## src/rtl/filt_pkg.sv

```systemverilog
// Shared constants and types for the IIR inverse filter: default sample width,
// saturation bounds and the signed intermediate used for the difference.
package filt_pkg;

    localparam int unsigned FILT_W = 4;

    localparam int SAT_LO = 0;
    localparam int SAT_HI = (1 << FILT_W) - 1;

    typedef logic signed [FILT_W+1:0] filt_diff_t;

    function automatic int sat_hi(input int unsigned w);
        return (1 << w) - 1;
    endfunction

endpackage

```

## src/rtl/iir_inv_datapath.sv

```systemverilog
// Combinational deconvolution step: d = 2*y - floor(y_1/2), clamped to [0, 2^W-1].
// Also reports whether the clamp was applied.
module iir_inv_datapath
    import filt_pkg::*;
#(
    parameter int unsigned W = FILT_W
) (
    input  logic [W-1:0] y,
    input  logic [W-1:0] y_1,
    output logic [W-1:0] x,
    output logic         clamp
);

    localparam logic signed [W+1:0] L_LO = (W+2)'(SAT_LO);
    localparam logic signed [W+1:0] L_HI = (W+2)'(sat_hi(W));

    logic [W+1:0]        w_two_y;
    logic [W+1:0]        w_half_y_1;
    logic signed [W+1:0] w_d;

    // W+2 bits holds both 2*(2^W-1) and -(2^(W-1)-1) without overflow.
    assign w_two_y    = {1'b0, y, 1'b0};
    assign w_half_y_1 = {3'b000, y_1[W-1:1]};
    assign w_d        = $signed(w_two_y) - $signed(w_half_y_1);

    always_comb begin
        x     = w_d[W-1:0];
        clamp = 1'b0;
        if (w_d < L_LO) begin
            x     = L_LO[W-1:0];
            clamp = 1'b1;
        end else if (w_d > L_HI) begin
            x     = L_HI[W-1:0];
            clamp = 1'b1;
        end
    end

endmodule

```

## src/rtl/iir_inverse_filter.sv

```systemverilog
// Inverse of y[n] = 0.25*y[n-1] + 0.5*x[n] behind a 2-stage valid/ready pipeline.
// Optional saturation counter port sat_cnt is enabled by IIR_INV_SAT_COUNT_EN.
module iir_inverse_filter
    import filt_pkg::*;
#(
    parameter int unsigned W = FILT_W
) (
    input  logic         clk,
    input  logic         rst,
    input  logic [W-1:0] y_in,
    input  logic         y_is_valid,
    output logic         y_ready,
    input  logic         hist_clr,
    output logic [W-1:0] x_out,
    output logic         x_is_valid,
    input  logic         x_ready
`ifdef IIR_INV_SAT_COUNT_EN
    ,
    output logic [7:0]   sat_cnt
`endif
);

    logic [W-1:0] r_y_1;
    logic [W-1:0] r_s1_y;
    logic [W-1:0] r_s1_y_1;
    logic         r_s1_valid;
    logic [W-1:0] r_s2_x;
    logic         r_s2_valid;

    logic         w_adv2;
    logic         w_adv1;
    logic         w_accept;
    logic [W-1:0] w_y_1_eff;
    logic [W-1:0] w_x;
    logic         w_clamp;

    assign w_adv2     = !r_s2_valid || x_ready;
    assign w_adv1     = w_adv2;
    assign y_ready    = !r_s1_valid || w_adv1;
    assign w_accept   = y_is_valid && y_ready;
    // A clear coinciding with an accept applies to that very sample.
    assign w_y_1_eff  = hist_clr ? '0 : r_y_1;
    assign x_out      = r_s2_x;
    assign x_is_valid = r_s2_valid;

    always_ff @(posedge clk) begin
        if (rst) begin
            r_y_1 <= '0;
        end else if (w_accept) begin
            r_y_1 <= y_in;
        end else if (hist_clr) begin
            r_y_1 <= '0;
        end
    end

    always_ff @(posedge clk) begin
        if (rst) begin
            r_s1_valid <= 1'b0;
        end else if (y_ready) begin
            r_s1_valid <= w_accept;
            if (w_accept) begin
                r_s1_y   <= y_in;
                r_s1_y_1 <= w_y_1_eff;
            end
        end
    end

    iir_inv_datapath #(
        .W (W)
    ) u_datapath (
        .y     (r_s1_y),
        .y_1   (r_s1_y_1),
        .x     (w_x),
        .clamp (w_clamp)
    );

    always_ff @(posedge clk) begin
        if (rst) begin
            r_s2_valid <= 1'b0;
            r_s2_x     <= '0;
        end else if (w_adv2) begin
            r_s2_valid <= r_s1_valid;
            if (r_s1_valid) begin
                r_s2_x <= w_x;
            end
        end
    end

`ifdef IIR_INV_SAT_COUNT_EN
    logic       r_s2_clamp;
    logic [7:0] r_sat_cnt;

    always_ff @(posedge clk) begin
        if (rst) begin
            r_s2_clamp <= 1'b0;
        end else if (w_adv2 && r_s1_valid) begin
            r_s2_clamp <= w_clamp;
        end
    end

    always_ff @(posedge clk) begin
        if (rst) begin
            r_sat_cnt <= '0;
        end else if (r_s2_valid && x_ready && r_s2_clamp && (r_sat_cnt != 8'hFF)) begin
            r_sat_cnt <= r_sat_cnt + 8'd1;
        end
    end

    assign sat_cnt = r_sat_cnt;
`else
    logic w_clamp_unused;
    assign w_clamp_unused = w_clamp;
`endif

endmodule

```

## config.mk

```make
export PLATFORM = sky130hd
export DESIGN_NAME = iir_inverse_filter
export DESIGN_NICKNAME = d
export VERILOG_FILES = /design/src/rtl/filt_pkg.sv /design/src/rtl/iir_inv_datapath.sv /design/src/rtl/iir_inverse_filter.sv
export SDC_FILE = /design/constraint.sdc
export NUM_CORES = 1
export LEC_CHECK = 0
export ABC_AREA = 0
export CORE_UTILIZATION = 45
export DETAILED_ROUTE_END_ITERATION = 8
export PLACE_DENSITY = 0.81
export REMOVE_ABC_BUFFERS = 1
export SETUP_SLACK_MARGIN = 0.05
export SLEW_MARGIN = 20
export SYNTH_ARGS = -nofsm -noshare
export SYNTH_HDL_FRONTEND = slang
export SYNTH_SLANG_ARGS = --single-unit
```

## constraint.sdc

```tcl
create_clock -name clk -period 4.05 [get_ports clk]
set_clock_uncertainty 0.1 [all_clocks]
set_input_delay 0.81 -clock clk [delete_from_list [all_inputs] [get_ports clk]]
set_output_delay 0.81 -clock clk [all_outputs]
set_load 0.05 [all_outputs]
```

=== Yosys cells after proc, flatten, opt, wreduce, memory -nomap -nowiden ===
Index checks and enable logic that the tools add are counted.

* Register bits: 18
* Latch bits: 0
* Memory bits (writable): 0
* ROM bits: 0
* Input bits: 9
* Logic and storage cells: 21
* Memories kept: 0

* $add $sub $neg: 1
* $mul: 0
* Div/mod/pow operators: 0
* Order comparisons: 2
* Eq/ne operators: 0
* Shift operators: 0
* Mux-type cells: 4
* Bitwise operators: 1
* Reduce and logical (&&, ||, !) cells: 7

{| class="wikitable"
|+ Operator list
! kind !! number
|-
| $mux 4 || 4
|-
| $gt 6x5->1 const B || 1
|-
| $lt 6x1->1 const B || 1
|-
| $sub 5x3->6 || 1
|-
| $reduce_and 3->1 || 1
|-
| $logic_not 1->1 || 2
|-
| $logic_or 1x1->1 || 2
|-
| $reduce_and 2->1 || 1
|-
| $logic_and 1x1->1 || 1
|-
| $not 1->1 || 1
|}

=== Logic depth before layout (Yosys ltp) ===
Gate-level depths: netlist (run 1).

* Depth after elaboration: 5
* Depth in mapped cells: 6

=== Modules after synthesis ===
Synthesis (run 1) repeated with hierarchy kept, for this count alone.

* Cells, all modules: 92
* Area, all modules: 905.9 um2

{| class="wikitable"
|+ Modules (own cells, without submodules)
! module !! instances !! cells each !! area an instance (um2)
|-
| iir_inverse_filter || 1 || 56 || 668.1
|-
| iir_inv_datapath || 1 || 36 || 237.7
|}

=== Least setup slack after synthesis (run 1) ===
OpenSTA, ideal clock, no wires.

* Kind: input port to flip-flop
* From: input x_ready
* To: register r_s1_y[0] (enable)
* Arrival time: 1863 ps
* Path slack: 1727 ps
* Stages: 3
* Buffers on the path: 0
* Cells stage by stage: nand3b_1 -> nand2_1 -> nor2_1

* Cells in the longest elaborated chain, start to end: 4

{| class="wikitable"
|+ Ends and longest elaborated chain
! element !! RTL line !! source
|-
| start, declared || iir_inverse_filter.sv:16 || <nowiki>input logic x_ready</nowiki>
|-
| $logic_or 1x1->1 (*) || iir_inverse_filter.sv:37 || <nowiki>assign w_adv2 = !r_s2_valid || x_ready;</nowiki>
|-
| $logic_or 1x1->1 (*) || iir_inverse_filter.sv:39 || <nowiki>assign y_ready = !r_s1_valid || w_adv1;</nowiki>
|-
| $logic_and 1x1->1 || iir_inverse_filter.sv:40 || <nowiki>assign w_accept = y_is_valid && y_ready;</nowiki>
|-
| $reduce_and 3->1 (no source line) (*) || n/a ||
|-
| end signal, assigned || iir_inverse_filter.sv:62 || <nowiki>r_s1_y <= y_in;</nowiki>
|-
| end, declared || iir_inverse_filter.sv:24 || <nowiki>logic [W-1:0] r_s1_y;</nowiki>
|}

Every way passes the cells marked *; elsewhere a longest branch is shown, timed or not.
A chain may end at the register's enable or synchronous reset.

=== Worst setup path in the final report (run 1) ===
* From: input x_ready
* To: output y_ready

* Cells in the longest elaborated chain, start to end: 2

{| class="wikitable"
|+ Ends and longest elaborated chain
! element !! RTL line !! source
|-
| $logic_or 1x1->1 || iir_inverse_filter.sv:37 ||
|-
| $logic_or 1x1->1 || iir_inverse_filter.sv:39 ||
|-
| end, declared || iir_inverse_filter.sv:12 || <nowiki>output logic y_ready,</nowiki>
|}

Every way passes these cells.

==> results list, run 1 <==
- The flow ran to the end, and the final reports show no timing, DRC or antenna violations.
* Slowest stage cell on the critical path: clkdlybuf4s50_1
* Average wire per cell in the routed design: 11.4 um
* Post-Place Cells: 100
- In the post-synthesis netlist, the cell with the most instances is dfxtp_1.
* Post-route minimum period: 3.28 ns
- Hold/Removal Path Class: reg -> reg
- The final-report hold violation count is 0.
- CTS built an H-tree with a depth of 1.
* Antenna violations before repair: 0
* Top-area cell type share of the netlist area: about 29%
* PD cells: 347 nW/um^2
- The number of buffers and inverters on the critical path is 2.
- Critical-path cell list: clkdlybuf4s50_1, nand3b_1, clkdlybuf4s50_1
* Post-synth EDFFs: 7
- CP Launch Type: input port
- For this run, asynchronously set or reset flops after synthesis account for 0%.
- After clock tree synthesis, the clock-pin slew on the worst setup and hold paths is 0.09 ns.
* Cell types with the highest counts after synthesis: dfxtp_1, edfxtp_1, nand2_1
- Floorplan Core Area: roughly 1500 um^2
- Static leakage: 0.341 nW
- Across the run, the number of max-cap violations was 0.
- Area contributors post-synth: edfxtp_1, dfxtp_1, nor2b_1, nand2_1, a21oi_1
* TritonCTS clock tree: built
* Number of failing setup endpoints in the final timing report: 0
- Global-route wire length before repair: 2000 um
- Cell repeated most along the worst path: clkdlybuf4s50_1
- The clock reaches the later pin of the worst-skew pair after 0.27 ns.
* Delay of the slowest critical-path stage: 0.85 ns
- Detailed placement finished with a half-perimeter wire length of 954 um.
- In the synthesized netlist the dominant register cell turns out to be dfxtp_1.
- Capturing element type of the critical path: output port
- The first TritonRoute pass finished after 3 iterations.
- Slew @ Worst Pin: between 0.5 and 0.6 ns
- The worst path meets setup with around 0.77 ns of slack.
- Net count of the finished layout: roughly 100
* Post-Route Hold Slack: ~0.35 ns
- Before CTS, the worst setup slack after placement is 0.778 ns.
* Peak supply drop: roughly 0.00024 V
- Averaged over all synthesized cells, the footprint is slightly above 10 um^2.
- Maximum buffer depth of the clock tree: 2
- The number of setup buffers added after CTS is 0.
* X dimension of the die: 42.1 um
- Setup repair after global routing left no endpoint under its margin.
* Critical Path AT: around 2.4 ns
* Worst-path fanout max: 6
- Hold repair after CTS inserted 0 buffers.
* Die H: about 42 um
- Cells with a size suffix above 1 make up approximately 4.5% of the layout.
* Synthesis-to-finish area growth: 25.3%
* Biggest area consumer among synthesized cells: edfxtp_1
* Register-to-register setup slack: between 2 and 2.5 ns
- Number of storage elements in the synthesis netlist: 16
* Required @ worst endpoint: roughly 3.1 ns
- Root buffer cell: clkbuf_4
- Grouping stages by cell kind, the critical path spends the most delay in buffers and inverters.
* FMAX: roughly 0.31 GHz
* Post-cts resize count: 0
* Fill cells: about 140
* Total track usage: about 15%
- Syn. warnings: 0
* Buffers added on ports: 14
* DRC: 0
* Number of distinct library cell variants in the gate-level netlist after synthesis: 27
* Iteration-0 DRC count of the detailed router: 4
- Top-level port count: 15
* Final period utilization: ~81%
* Routability-driven placement congestion ratio: roughly 0.7
* Largest net degree at the start of global routing: 10
- Cell Area, Synth: a little over 700 um^2
- Remaining max-slew budget at the tightest pin: around two thirds
* Total wirelength of the detailed-routed design: roughly 1200 um
* Vias/cell: around 5.4
* Overall via count from detail_route: 562
- The repair_antennas step left the layout with diodes totalling 0.
- Number of core rows: 14
- TritonCTS buffer count: 3
* Crit path kind: in -> out
* Total negative slack: 0 ns
- Share of synthesized area occupied by flip-flops and latches: between 50% and 60%
* Area of the die: ~1800 um^2
* Clock sink total: 16
- The count of final max-slew check failures came to 0.
- Number of global-route vias before repair: about 510
* Post-layout util: 60.1%
* Sum of overflow across all layers after global routing: 0
- In the synthesized netlist, the number of instances is approximately 70.
- The initial utilization of the core area, before any placement, comes to between 40% and 50%.
* Final instance count without filler cells: about 100
- Once detail routing completed, the nets flagged for antenna violations numbered 0.
-- routing by layer --
layer / vias up / global-route usage, % / share of wire, %
li1: 287 / - / -
met1: 260 / 16.4 / 43
met2: 13 / 27.8 / 52
met3: 2 / 3.88 / 4.2
met4: 0 / 5.63 / 0.59
met5: - / 0 / 0
-- worst paths after layout --
check	from	end	cells past startpoint
min reg2reg	x_out[0]	x_out[0]	2
max	x_ready	y_ready	3
min	x_out[0]	x_out[0]	2
max reg2reg	r_s1_y[0]	x_out[2]	6
-- power by group --
group	total (mW)	switching (mW)	internal, mW	leakage [nW]
Clock	0.0821	0.0464	0.0357	0.0154
Sequential	0.181	0.00458	0.177	0.142
Combinational	0.0509	0.0284	0.0225	0.184
Total	0.314	0.0794	0.235	0.341
-- registers in the layout, indices dropped and copies added (netlist names) --
signal and count:
x_is_valid 1, r_s1_valid 1, x_out 4, r_y_1 3
r_s1_y_1 3, r_s1_y 4
-- cell type report --
type | count | area [um^2] | area share [%]
Sequential cell | 16 | 390 | 43.1
Multi-Input combinational cell | 50 | 314 | 34.7
Timing Repair Buffer | 14 | 140 | 15.5
Clock buffer | 3 | 22.5 | 2.49
Tap cell | 16 | 20.0 | 2.21
Inverter | 4 | 15.0 | 1.66
Clock inverter | 1 | 3.75 | 0.414
-- cells in the final DEF (no fill, tap or decap), drive strengths merged, types with 2 or more instances in the layout --
cell type | Yosys | routed
nand2 | 7 | 7
nor2b | 6 | 6
edfxtp | 7 | 7
clkdlybuf4s50 | 0 | 14
o21ai | 6 | 6
ha | 2 | 2
clkbuf | 1 | 3
inv | 4 | 4
nor2 | 6 | 6
a21oi | 5 | 5
nand3 | 3 | 3
dfxtp | 9 | 9
-- cells by family (layout without fill, tap and decap cells) --
kind of cell	count (synthesis)	after routing	share of synthesized area (%)
compound gates	16	16	13.5
flops	16	16	54.0
simple gates	31	31	23.7
buf+inv	5	22	2.59
fa+ha+maj	3	3	6.23
-- tightest hold or removal path: cells and delay by family (launching register included) --
kind	cells	cell delay, ns
simple gates	1	0.05
flops	1	0.32
compound gates	1	0.05
-- through the flow --
step,area (um^2),power [mW]
2_1_floorplan,719,0.215
3_3_place_gp,880,0.235
3_5_place_dp,880,0.236
4_1_cts,906,0.318
5_1_grt,906,0.332
6_report,906,0.314
No activity file was read; power rests on OpenSTA's default activity.
==> run 2: changes to the inputs <==
--- a/config.mk
+++ b/config.mk
@@ -6,7 +6,7 @@
 export NUM_CORES = 1
 export LEC_CHECK = 0
 export ABC_AREA = 0
-export CORE_UTILIZATION = 45
+export CORE_UTILIZATION = 43
 export DETAILED_ROUTE_END_ITERATION = 8
 export PLACE_DENSITY = 0.81
 export REMOVE_ABC_BUFFERS = 1
==> constraint.sdc (replaced) <==
create_clock -name clk -period 2.7 [get_ports clk]
set_clock_uncertainty 0.1 [all_clocks]
set_input_delay 0.54 -clock clk [delete_from_list [all_inputs] [get_ports clk]]
set_output_delay 0.54 -clock clk [all_outputs]
set_load 0.05 [all_outputs]
==> results list, run 2 (same netlist as run 1, synthesis figures left out) <==
- The flow ran to the end, and the final reports show no timing, DRC or antenna violations.
- X dimension of the die: 43.0 um
* Number of failing setup endpoints in the final timing report: 0
- Global routing used 14.8% of the available tracks.
- Max-capacitance violation count: 0
- Unrepaired setup endpoints after global routing: no
* Effective utilization at floorplan: 46.9%
* Capturing element type of the critical path: output port
* DRC: 0
- The clock network is responsible for roughly 27% of the overall power.
* CP Launch Type: input port
- Overall via count from detail_route: approximately 560
- Final instance count without filler cells: about 100
- VDD sags by at most ~0.00034 V.
- In this run the core area contains 14 standard-cell rows.
- CTS clk-pin slew, worst paths: 0.09 ns
- The detailed router finished its first iteration with 9 violations.
* Switching power of the nets: 0.126 mW
- Dpl hpwl: between 900 and 1000 um
* Total wirelength of the detailed-routed design: 1180 um
- Static leakage: about 0.35 nW
- Buffers added on ports: 14
- The library cell used most frequently in the layout, excluding fill and tap cells, is clkdlybuf4s50_1.
- Final number of max-transition violations: 0
- The first global-routing pass estimated about 2000 um of wire.
* Root buffer cell: clkbuf_4
- The filler cells instantiated in the layout total 140.
- Total number of H-tree levels: 1
* Hold/Removal Path Class: reg -> reg
- Once routing completed, OpenROAD measured the worst setup slack at ~0.56 ns.
* Worst-path fanout max: 6
- The internal portion of the total power is ~0.35 mW.
- Summing all multi-input logic gate instances after layout gives 314 um^2.
- Entering global routing, the biggest net connects 10 pins.
* Floorplan Core Area: 1540 um^2
- Counting every sink on the clock net gives 16.
- Maximum buffer depth of the clock tree: 2
* Net count of the finished layout: just over 100
- Layout cell share with drive strength beyond 1: 5.68%
- After layout, the design draws a total of between 0.4 and 0.5 mW.
* Antenna violations before repair: 0
* Clock latency of the later-clocked register in the worst-skew pair: ~0.28 ns
* Hold-fix buffers at CTS: 0
- Switching share of total power: about a quarter
* Vias/cell: approximately 5.4
- Total setup buffers inserted after CTS: 0
- Post-route minimum period: roughly 2.1 ns
- The sequential cells in the finished layout cover a total of roughly 390 um^2.
- Average wire per cell in the routed design: roughly 11 um
- The floorplan step defined a die boundary enclosing about 1800 um^2.
- Sequential cells burn 56.8% of the power.
- Number of global-route vias before repair: between 400 and 500
- Die H: roughly 43 um
- 0 antenna diodes ended up in the layout.
* Sum of overflow across all layers after global routing: 0
* Antenna-violating nets left: 0
- Measured against its own limit, the worst slew margin works out to approximately 66%.
* Crit path kind: in -> out
- For this run, the top clock speed supported by timing is roughly 0.47 GHz.
- Slew @ Worst Pin: 0.512 ns
* PD cells: around 520 nW/um^2
- TritonCTS clock tree: built
- Timing analysis after detailed placement gives a worst setup slack of 0.361 ns.
- Counting tap cells, the placed design contains a total of 100 instances.
- The first detailed-routing pass took 4 iterations.
* Post-cts resize count: 0
- Routability-driven placement congestion ratio: between 0.7 and 0.8
* Commonest non-fill, non-tap cells in the layout: clkdlybuf4s50_1, dfxtp_1, nand2_1, edfxtp_1
- Data on the critical path is required at its endpoint by slightly above 2 ns.
* TritonCTS buffer count: 3
- Summed over all failing endpoints, the final setup total negative slack is 0 ns.
- Combinational logic burns ~16% of the power.
- Final period utilization: just under 80%
- The final-report hold violation count is 0.
* Critical Path AT: ~1.5 ns
- Synthesis-to-finish area growth: 26.6%
- Top-level port count: 15
-- run 2: path summary, 6_finish.rpt --
check                           cells after the start  endpoint  startpoint  slack, ns
worst min-delay path                                2  x_out[1]    x_out[1]       0.35
worst min register to register                      2  x_out[1]    x_out[1]       0.35
worst max-delay path                                3   y_ready     x_ready       0.56
worst max register to register                      6  x_out[2]   r_s1_y[0]       0.74
-- run 2: metrics by stage --
stage          hold slack (ns)  cell area [um^2]  util (%)
2_1_floorplan            0.378               719         -
3_3_place_gp             0.334               890      57.7
3_5_place_dp             0.337               890      57.7
4_1_cts                  0.351               916      59.4
5_1_grt                  0.376               916      59.4
6_report                 0.347               916      59.4
-- run 2: metal layers --
layer / part of all wire [%] / track usage, % / vias to the layer above
met5: 0 / 0 / -
met2: 46 / 23.6 / 21
met3: 5.3 / 3.83 / 4
met1: 47 / 17.8 / 244
li1: - / - / 293
met4: 1.6 / 9.09 / 0
-- run 2: worst max-delay path, stage by stage --
cell             delay (ns)
clkdlybuf4s50_1        0.42
nand3b_1               0.31
buf_12                 0.23
-- run 2: cell type report --
type	count	share of cell area (%)
Tap cell	16	2.19
Multi-Input combinational cell	50	34.3
Sequential cell	16	42.6
Clock inverter	1	0.410
Clock buffer	3	2.46
Inverter	4	1.64
Timing Repair Buffer	14	16.4
-- run 2: power groups by stage --
stage | combinational [mW] | clock, mW | sequential, mW
after CTS | 0.0771 | 0.133 | 0.272
after detailed placement | 0.0770 | 0 | 0.278
after global placement | 0.0753 | 0 | 0.277
final | 0.0768 | 0.130 | 0.272
after floorplan | 0.0287 | 0 | 0.293
after global routing | 0.0840 | 0.146 | 0.274
==> run 3: changes to the inputs <==
==> constraint.sdc (replaced) <==
create_clock -name clk -period 1.8 [get_ports clk]
set_clock_uncertainty 0.1 [all_clocks]
set_input_delay 0.36 -clock clk [delete_from_list [all_inputs] [get_ports clk]]
set_output_delay 0.36 -clock clk [all_outputs]
set_load 0.05 [all_outputs]
==> results list, run 3 (same netlist as run 1, synthesis figures left out) <==
- Delay of the slowest critical-path stage: ~0.44 ns
* Final instance count without filler cells: 115
- The worst setup path is launched from a flip-flop.
- For this run the aggregate overflow at the end of global routing stands at 0.
- Summing over every cut layer, the via total after detailed routing is 611.
- Comb power frac: around 18%
* FMAX: around 0.58 GHz
- Family with the most delay on the worst path: compound AO/OA/AOI/OAI gates
- Relative to the synthesized area, the layout overhead comes to 39.8%.
* Final number of max-transition violations: 0
- After detailed routing, the number of remaining DRC violations is 0.
- Critical Path AT: around 1.8 ns
- Global-route wire length before repair: approximately 2100 um
* Remaining max-slew budget at the tightest pin: between 70% and 80%
- Net count of the finished layout: around 110
* Number of global-route vias before repair: 563
- Unrepaired setup endpoints after global routing: yes
- Dpl hpwl: about 980 um
- Peak supply drop: roughly 0.00049 V
- STA puts the critical path data required time at roughly 1.9 ns.
* Final period utilization: ~96%
* TritonCTS buffer count: 3
* TritonRoute pass-1 iters: 4
- Total wirelength of the detailed-routed design: between 1000 and 1500 um
- Across the run, the number of max-cap violations was 0.
- Vias/cell: ~5.3
- Commonest non-fill, non-tap cells in the layout: buf_4, dfxtp_1, nand2_1, clkdlybuf4s50_1, edfxtp_1
* Switching power of the nets: around 0.19 mW
- After clock tree synthesis, the clock-pin slew on the worst setup and hold paths is 0.09 ns.
- Diode insertion count for antenna repair: 0
- Area of the die: 1850 um^2
- 15 I/O pins were placed.
- Routability-driven placement finished with a final weighted congestion of approximately 0.77.
* Buffers added on ports: 14
- The number of antenna violations at the first check in global routing was 0.
- For this run, the total global-route usage over all layers was measured as between 10% and 20%.
* Final Hold Vio Count: 0
- Iteration-0 DRC count of the detailed router: 6
* Switching share of total power: 26.0%
- The share of total power dissipated in the clock network is 26.3%.
- Crit path kind: reg -> reg
- After floorplanning, the core was sized to cover ~1500 um^2.
- CTS built an H-tree with a depth of 1.
* Largest net degree at the start of global routing: 10
- Critical-path cell list: fa_2, nor2b_4, nor2_1, a211o_1, a32o_1
* Slew @ Worst Pin: roughly 0.36 ns
- Run status: finished, final reports clean
- Capturing element type of the critical path: flip-flop
* Share of total power in sequential cells: 55.9%
- The initial utilization of the core area, before any placement, comes to roughly 47%.
- The clock period could shrink to approximately 1.7 ns.
* Worst-path fanout max: 3
- Counting every sink on the clock net gives 16.
- Antenna-violating nets left: 0
* Clock latency of the later-clocked register in the worst-skew pair: 0.28 ns
- Average wire per cell in the routed design: 10.8 um
* Maximum buffer depth of the clock tree: 2
- Of the cells placed in the final design, the portion with a size suffix greater than 1 is roughly 25%.
- The die is 43.0 um wide.
- Number of failing setup endpoints in the final timing report: 0
* Hold/Removal Path Class: in -> reg
- The library cell used most frequently in the layout, excluding fill and tap cells, is buf_4.
- Dividing total power by cell area gives a power density of 723 nW/um^2.
* Root buffer cell: clkbuf_4
- The internal portion of the total power is 0.541 mW.
- TritonCTS clock tree: built
* Critical path buffers and inverters: 0
- Overall power of the completed layout: 0.731 mW
- After detailed placement, the design holds a cell count of ~110.
- In this run the static leakage power is around 0.42 nW.
- Slowest stage cell on the critical path: edfxtp_1
- In this run the core area contains 14 standard-cell rows.
* Die H: 43.0 um
## run 3: layout make-up
cell class                 instances  area [um^2]
inverter                           4         15.0
clock buffer                       3         22.5
clock inverter                     1         3.75
tap                               16         20.0
fill                             133          531
multi-input combinational         50          337
timing repair buffer              25          223
sequential                        16          390
## run 3: path summary, 6_finish.rpt
| check | from | to | slack, ns | cells after the start |
|---|---|---|---|---|
| setup / recovery | r_s1_y_1[1] | x_out[2] | 0.07 | 5 |
| setup reg to reg | r_s1_y_1[1] | x_out[2] | 0.07 | 5 |
| hold / removal | x_ready | x_is_valid | 0.31 | 4 |
| hold reg to reg | x_out[1] | x_out[1] | 0.35 | 2 |
## run 3: through the flow
| step | util (%) | area [um^2] | setup WS [ns] | hold slack [ns] | TNS (ns) |
|---|---|---|---|---|---|
| floorplan | - | 719 | -0.265 | 0.329 | -2.15 |
| global placement | 61.3 | 945 | 0.0104 | 0.336 | 0 |
| detailed placement | 61.3 | 945 | -0.0434 | 0.337 | -0.0434 |
| CTS | 63.8 | 983 | 0.00525 | 0.351 | 0 |
| global route | 65.6 | 1010 | 0.00505 | 0.371 | 0 |
| finish | 65.6 | 1010 | 0.0678 | 0.313 | 0 |
## run 3: worst register-to-register path, delay by kind of cell (launching register included)
family / cells / cell delay, ns
AO/OA/AOI/OAI: 2 / 0.47
AND/OR/NAND/NOR: 2 / 0.18
flip-flops: 1 / 0.44
adder cells (fa/ha/maj): 1 / 0.44
## run 3: power groups by stage
stage	clock (mW)	combinational [mW]	sequential, mW
6_report	0.192	0.130	0.409
3_3_place_gp	0	0.123	0.416
2_1_floorplan	0	0.0431	0.440
4_1_cts	0.199	0.127	0.408
3_5_place_dp	0	0.125	0.416
5_1_grt	0.216	0.143	0.411
## run 3: per-layer routing
layer | GRT usage [%] | vias up | routed length (um)
met1 | 17.0 | 279 | 551
met2 | 28.2 | 20 | 623
met5 | 0 | - | 0
li1 | - | 310 | -
met3 | 2.55 | 2 | 67
met4 | 5.45 | 0 | 4
## run 3: what timing repair did
item | 4_1_cts | 5_1_grt
pin swaps | 1 | 5
setup endpoints to repair | 3 | 5
gates resized for setup | 2 | 5
setup buffers | 1 | 1
hold endpoints to repair | 0 | 0
hold buffers | 0 | 0
==> RTL edit 1 (settings of run 2) <==
The package constant `FILT_W` goes from 4 to 5.
--- a/src/rtl/filt_pkg.sv
+++ b/src/rtl/filt_pkg.sv
@@ -2,7 +2,7 @@
 // saturation bounds and the signed intermediate used for the difference.
 package filt_pkg;
 
-    localparam int unsigned FILT_W = 4;
+    localparam int unsigned FILT_W = 5;
 
     localparam int SAT_LO = 0;
     localparam int SAT_HI = (1 << FILT_W) - 1;
Interface: changed (resized x_out and y_in); port bits go from 15 to 17. The function was not compared with the original's and may differ.
==> RTL edit 1 against run 2 <==
  * Worst setup slack worse by 0.14 ns
  * Sequential cell count grew 4
  * Register-to-register slack improved by 0.02 ns
  * Sequential share of layout area shrank 0.74 points
  * Power grew 45%
  * Area after synthesis is 29% higher
  * Largest power group unchanged
  * Routed wire length increased by 31%
  * Maximum frequency decreased by 6.3%
  * Highest routed layer unchanged
  * Die area rose by 28%
  * Non-clock buffer count rose by 3
  * Design area is 28% higher
==> RTL edit 1: results (changes against run 2) <==
Status
  • Outcome: completed

Worst setup path
  • Slowest Stage Delay on Critical Path: 0.40 ns (-0.02 ns)
  • RR Startpoint: r_s1_y[0]
  • Arr. time, crit path: 1.64 ns (+0.14 ns)
  • CP Max Fanout: 6 (unchanged)
  • R2R Setup Slk: 0.76 ns (+0.02 ns)
  • Slowest CP cell: clkdlybuf4s50_1

Cells and area
  • Final core utilization: 0.5850 (-0.009156)
  • Nets@finish: 127 (+26%)
  • Fraction of layout cells with a size suffix above 1: 0.1071 (+0.05032)
  • # fillers: 181 (+29%)

Logic synthesis
  • Commonest cells post-synth: nor2_1 (14), dfxtp_1 (11), nand2_1 (10)
  • Synth async-reset ratio: 0 (unchanged)
  • Register area share after synthesis: 0.5255 (-0.01432)
  • Synth area leaders: edfxtp_1 (29%), dfxtp_1 (24%), nor2_1 (5.6%), nor2b_1 (4.7%), ha_1 (4.0%)
  • Netlist cell types: 31 (+15%)
  • Synthesis Warnings: 0 (unchanged)
  • EDFF count, synth: 9 (+2)
  • Dominant synthesized flop cell: dfxtp_1

Global routing
  • Largest net degree at the start of global routing: 13 (+3)
  • Tot GR Track Use: 0.1464 (-0.002037)
  • First-pass GRT wire length: 2615 µm (+32%)
  • Vias in the first global route: 628 (+30%)
  • Antenna violations before repair: 0 (unchanged)

Route
  • DR iter-0 viols: 23 (+14)
  • Via/cell ratio: 5.151 (-4.7%)
  • Pre-antenna DRT Iters: 4 (unchanged)
  • Routed wire length: 1546 µm (+31%)

Placed design
  • DP Area: 1119 µm² (+26%)
  • Post-DP HPWL: 1221 µm (+32%)
  • GPL Wtd Cong: 0.8603 (+21%)
  • Number of port buffers: 16 (+2)

Power
  • P_int: 0.5283 mW (+50%)
  • Leak: 0.4329 nW (+25%)
  • VDD IR max: 343.8 µV (+2.2%)

Clocking
  • Post CTS Setup Buffer Count: 0 (unchanged)
  • Clk slew on worst S/H paths: 0.11 ns (+0.02 ns)
  • Total CTS buffers: 3 (unchanged)
  • Htree depth: 1 (unchanged)
  • Clk_lat worst skew: 0.30 ns (+0.02 ns)
  • CTS root buf: clkbuf_4

Timing
  • Slew HR: 0.5698 (-0.08756)

Worst hold path
  • Hold Crit Class: reg2reg
  • HP Start: x_out[4]
-- RTL edit 1: cell types whose count changed in the layout (fill, tap and decap cells not counted), sizes merged, moves of 2 or more --
cell / change
nor2: +9
a211oi: +2
a21oi: +3
a311oi: +2
clkdlybuf4s50: +2
dfxtp: +2
o21ai: -4
nand2: +3
edfxtp: +2
-- RTL edit 1: cell families (layout without fill, tap and decap cells) --
kind of cell | count (synthesis) | count (layout) | synth area share
DFF | 20 | 20 | 0.5255
xor gates and xnor gates | 2 | 2 | 0.01877
buffers and inverters | 7 | 25 | 0.03082
adders and majority gates | 4 | 4 | 0.06167
and+or+nand+nor | 43 | 43 | 0.2239
AOI/OAI and AO/OA | 18 | 18 | 0.1394
-- RTL edit 1: final timing paths --
| check | cells past startpoint | endpoint |
|---|---|---|
| worst min register to register | 2 | x_out[4] |
| worst max register to register | 6 | x_out[2] |
| worst max-delay path | 4 | y_ready |
| worst min-delay path | 2 | x_out[4] |
-- RTL edit 1: metrics by stage --
| stage | power (mW) | cells | hold WS, ns | worst slack (ns) |
|---|---|---|---|---|
| 2_1_floorplan | 0.4161 | 91 | 0.3940 | 0.4407 |
| 3_3_place_gp | 0.4545 | 135 | 0.3465 | 0.3349 |
| 3_5_place_dp | 0.4571 | 135 | 0.3487 | 0.3020 |
| 4_1_cts | 0.6983 | 139 | 0.3652 | 0.4119 |
| 5_1_grt | 0.7205 | 139 | 0.3929 | 0.3217 |
| 6_report | 0.6934 | 139 | 0.3594 | 0.4160 |
-- RTL edit 1: worst register-to-register path, delay by kind of cell (launching register included) --
kind	cells	cell delay [ns]
AO/OA/AOI/OAI	3	0.66
AND/OR/NAND/NOR	1	0.21
flip-flops	1	0.38
buffers and inverters	1	0.07
adder cells (fa/ha/maj)	1	0.45
-- RTL edit 1: cell type report --
class                           count  area, µm²  share of cell area
Timing Repair Buffer               17      165.2              0.1410
Sequential cell                    20      490.5              0.4188
Tap cell                           27      33.78             0.02885
Inverter                            4      15.01             0.01282
Clock inverter                      1      30.03             0.02564
Multi-Input combinational cell     67      414.1              0.3536
Clock buffer                        3      22.52             0.01923
-- RTL edit 1: metal layers --
metal | vias up | global-route usage | share of wire
li1 | 365 | - | -
met3 | 2 | 0.05660 | 0.065
met1 | 324 | 0.1643 | 0.42
met5 | - | 0 | 0
met2 | 25 | 0.2535 | 0.50
met4 | 0 | 0.04902 | 0.0078
-- RTL edit 1: power groups by stage --
stage / clock [mW] / combinational [mW] / sequential (mW)
finish: 0.244 / 0.109 / 0.341
global route: 0.259 / 0.118 / 0.343
CTS: 0.248 / 0.110 / 0.341
detailed placement: 0 / 0.109 / 0.348
global placement: 0 / 0.107 / 0.347
floorplan: 0 / 0.0477 / 0.368
==> RTL edit 2 (config.mk and constraints of run 2) <==
Without the edit above. Change the package constant `SAT_LO` from 0 to 1.
--- a/src/rtl/filt_pkg.sv
+++ b/src/rtl/filt_pkg.sv
@@ -4,7 +4,7 @@
 
     localparam int unsigned FILT_W = 4;
 
-    localparam int SAT_LO = 0;
+    localparam int SAT_LO = 1;
     localparam int SAT_HI = (1 << FILT_W) - 1;
 
     typedef logic signed [FILT_W+1:0] filt_diff_t;
Check against the original RTL: not equivalent (a bounded check fails within 4 cycles, from zero or initial values and one cycle with rst high).
==> RTL edit 2 against run 2 <==
  * Design area up 8.6%
  * Sequential share of layout area fell by 3.4 points
  * Register-to-register slack got worse by 0.17 ns
  * Largest cell class unchanged
  * Worst setup slack got worse by 0.12 ns
  * Clock power fell by 5%
  * Critical endpoint unchanged
  * Routed wire length rose by 10%
  * Area after synthesis increased by 11%
  * Utilization down 1.8 points
  * Sequential power is essentially flat
  * Global-route usage grew 1.3 points
  * Combinational power is 17% higher
  * Power is 1.5% higher
  * Sequential cell count did not move
==> RTL edit 2: results (changes against run 2) <==
Logic synthesis
  • Synth async-reset ratio: 0 (unchanged)
  • Cell taking the most area after synthesis: edfxtp_1
  • Netlist cell types: 27 (unchanged)
  • Commonest cells post-synth: dfxtp_1 (9), nand2_1 (8), nor2_1 (8)
  • EDFF count, synth: 7 (unchanged)
  • Register area share after synthesis: 0.4883 (-0.05153)
  • Synthesis Warnings: 0 (unchanged)
  • Dominant synthesized flop cell: dfxtp_1
  • Post-synth top area share: 0.2629 (-0.02775)
  • Synth area leaders: edfxtp_1 (26%), dfxtp_1 (23%), nor2b_1 (5.5%), ha_1 (4.7%), nand3b_1 (4.7%)

Clocking
  • Clk slew on worst S/H paths: 0.09 ns (about the same)
  • Post CTS Setup Buffer Count: 0 (unchanged)
  • CTS Buffer Depth: 2 (unchanged)
  • Clk_lat worst skew: 0.28 ns (about the same)
  • Htree depth: 1 (unchanged)
  • CTS root buf: clkbuf_4
  • Post-CTS resize count: 0 (unchanged)
  • Total CTS buffers: 3 (unchanged)
  • CTS sink cnt: 16 (unchanged)

Global routing
  • Antenna violations before repair: 0 (unchanged)
  • Largest net degree at the start of global routing: 13 (+3)
  • First-pass GRT wire length: 2297 µm (+16%)
  • Vias in the first global route: 542 (+12%)
  • Tot GR Track Use: 0.1617 (+0.01328)

Placed design
  • GPL Wtd Cong: 0.8547 (+20%)
  • Number of port buffers: 14 (unchanged)
  • DP Worst Slack: 0.4584 ns (+0.09714 ns)
  • DP Area: 968.4 µm² (+8.9%)
  • Post-DP HPWL: 1056 µm (+14%)

Cells and area
  • Fraction of layout cells with a size suffix above 1: 0.07071 (+0.01389)
  • Nets@finish: 113 (+12%)
  • N_diodes: 0 (unchanged)
  • # fillers: 159 (+14%)

Status
  • Outcome: completed

Worst hold path
  • WHS Endpoint: x_out[3]
  • Hold Crit Class: reg2reg
  • Hold Crit Depth: 2 (unchanged)
  • HP Start: x_out[3]

Power
  • Clk power: 0.123 mW (-5%)
  • VDD IR max: 318.4 µV (-5.3%)
  • Leak: 0.3737 nW (+7.5%)
  • Switching share of power: 0.2609 (-0.001559)
  • Reg power frac: 0.560 (-0.008)

Worst setup path
  • R2r worst-path depth: 6 (unchanged)
  • Slowest CP cell: clkdlybuf4s50_1
  • Slowest Stage Delay on Critical Path: 0.40 ns (-0.02 ns)
  • CP Max Fanout: 5 (-1)
  • R2R Path End: x_out[0]
  • RR Startpoint: r_s1_y_1[1]
  • Critical path's top delay family: buffers and inverters
  • Arr. time, crit path: 1.62 ns (+0.12 ns)
  • R2R Setup Slk: 0.57 ns (-0.17 ns)

Route
  • Routed wire length: 1307 µm (+10%)
  • Via/cell ratio: 4.919 (-9.0%)
  • Pre-antenna DRT Iters: 4 (unchanged)
  • DR iter-0 viols: 17 (+8)

Timing
  • WHS: 0.3829 ns (+0.03637 ns)
  • Tightest Pin Transition: 0.5028 ns (-0.009338 ns)
RTL edit 2: cell families (layout without fill, tap and decap cells):
| kind of cell | Yosys count | in the layout | synth area share |
|---|---|---|---|
| fa+ha+maj | 4 | 4 | 0.07199 |
| xor+xnor | 2 | 2 | 0.02191 |
| compound gates | 17 | 17 | 0.1377 |
| simple gates | 35 | 35 | 0.2332 |
| buf+inv | 7 | 24 | 0.03287 |
| mux | 1 | 1 | 0.01408 |
| flops | 16 | 16 | 0.4883 |
RTL edit 2: final cells by class:
| type | count | area, µm² | share of cell area |
|---|---|---|---|
| clock buffer | 3 | 22.52 | 0.02264 |
| timing repair buffer | 15 | 145.1 | 0.1459 |
| tap | 25 | 31.28 | 0.03145 |
| multi-input combinational | 59 | 382.9 | 0.3849 |
| inverter | 5 | 18.77 | 0.01887 |
| sequential | 16 | 390.4 | 0.3925 |
| clock inverter | 1 | 3.754 | 0.003774 |
RTL edit 2: how the worst max path moves through the flow:
stage	endpoint	startpoint	cells past startpoint	slack [ns]
6_report	y_ready	x_ready	4	0.44
5_1_grt	y_ready	x_ready	4	0.35
4_1_cts	y_ready	x_ready	4	0.45
3_5_place_dp	y_ready	x_ready	4	0.46
3_3_place_gp	y_ready	x_ready	4	0.48
2_1_floorplan	r_s1_y[0]	x_is_valid	4	0.58
RTL edit 2: metrics by stage:
stage	utilization	cells	power [mW]
CTS	0.5761	124	0.4920
floorplan	-	80	0.3332
global route	0.5761	124	0.5146
detailed placement	0.5609	120	0.3688
finish	0.5761	124	0.4857
global placement	0.5609	120	0.3663
RTL edit 2: layer usage:
layer,vias to the layer above,part of all wire,track usage
li1,319,-,-
met1,272,0.44,0.1969
met2,17,0.51,0.2638
met3,2,0.042,0.03600
met4,0,0.0069,0.09091
met5,-,0,0
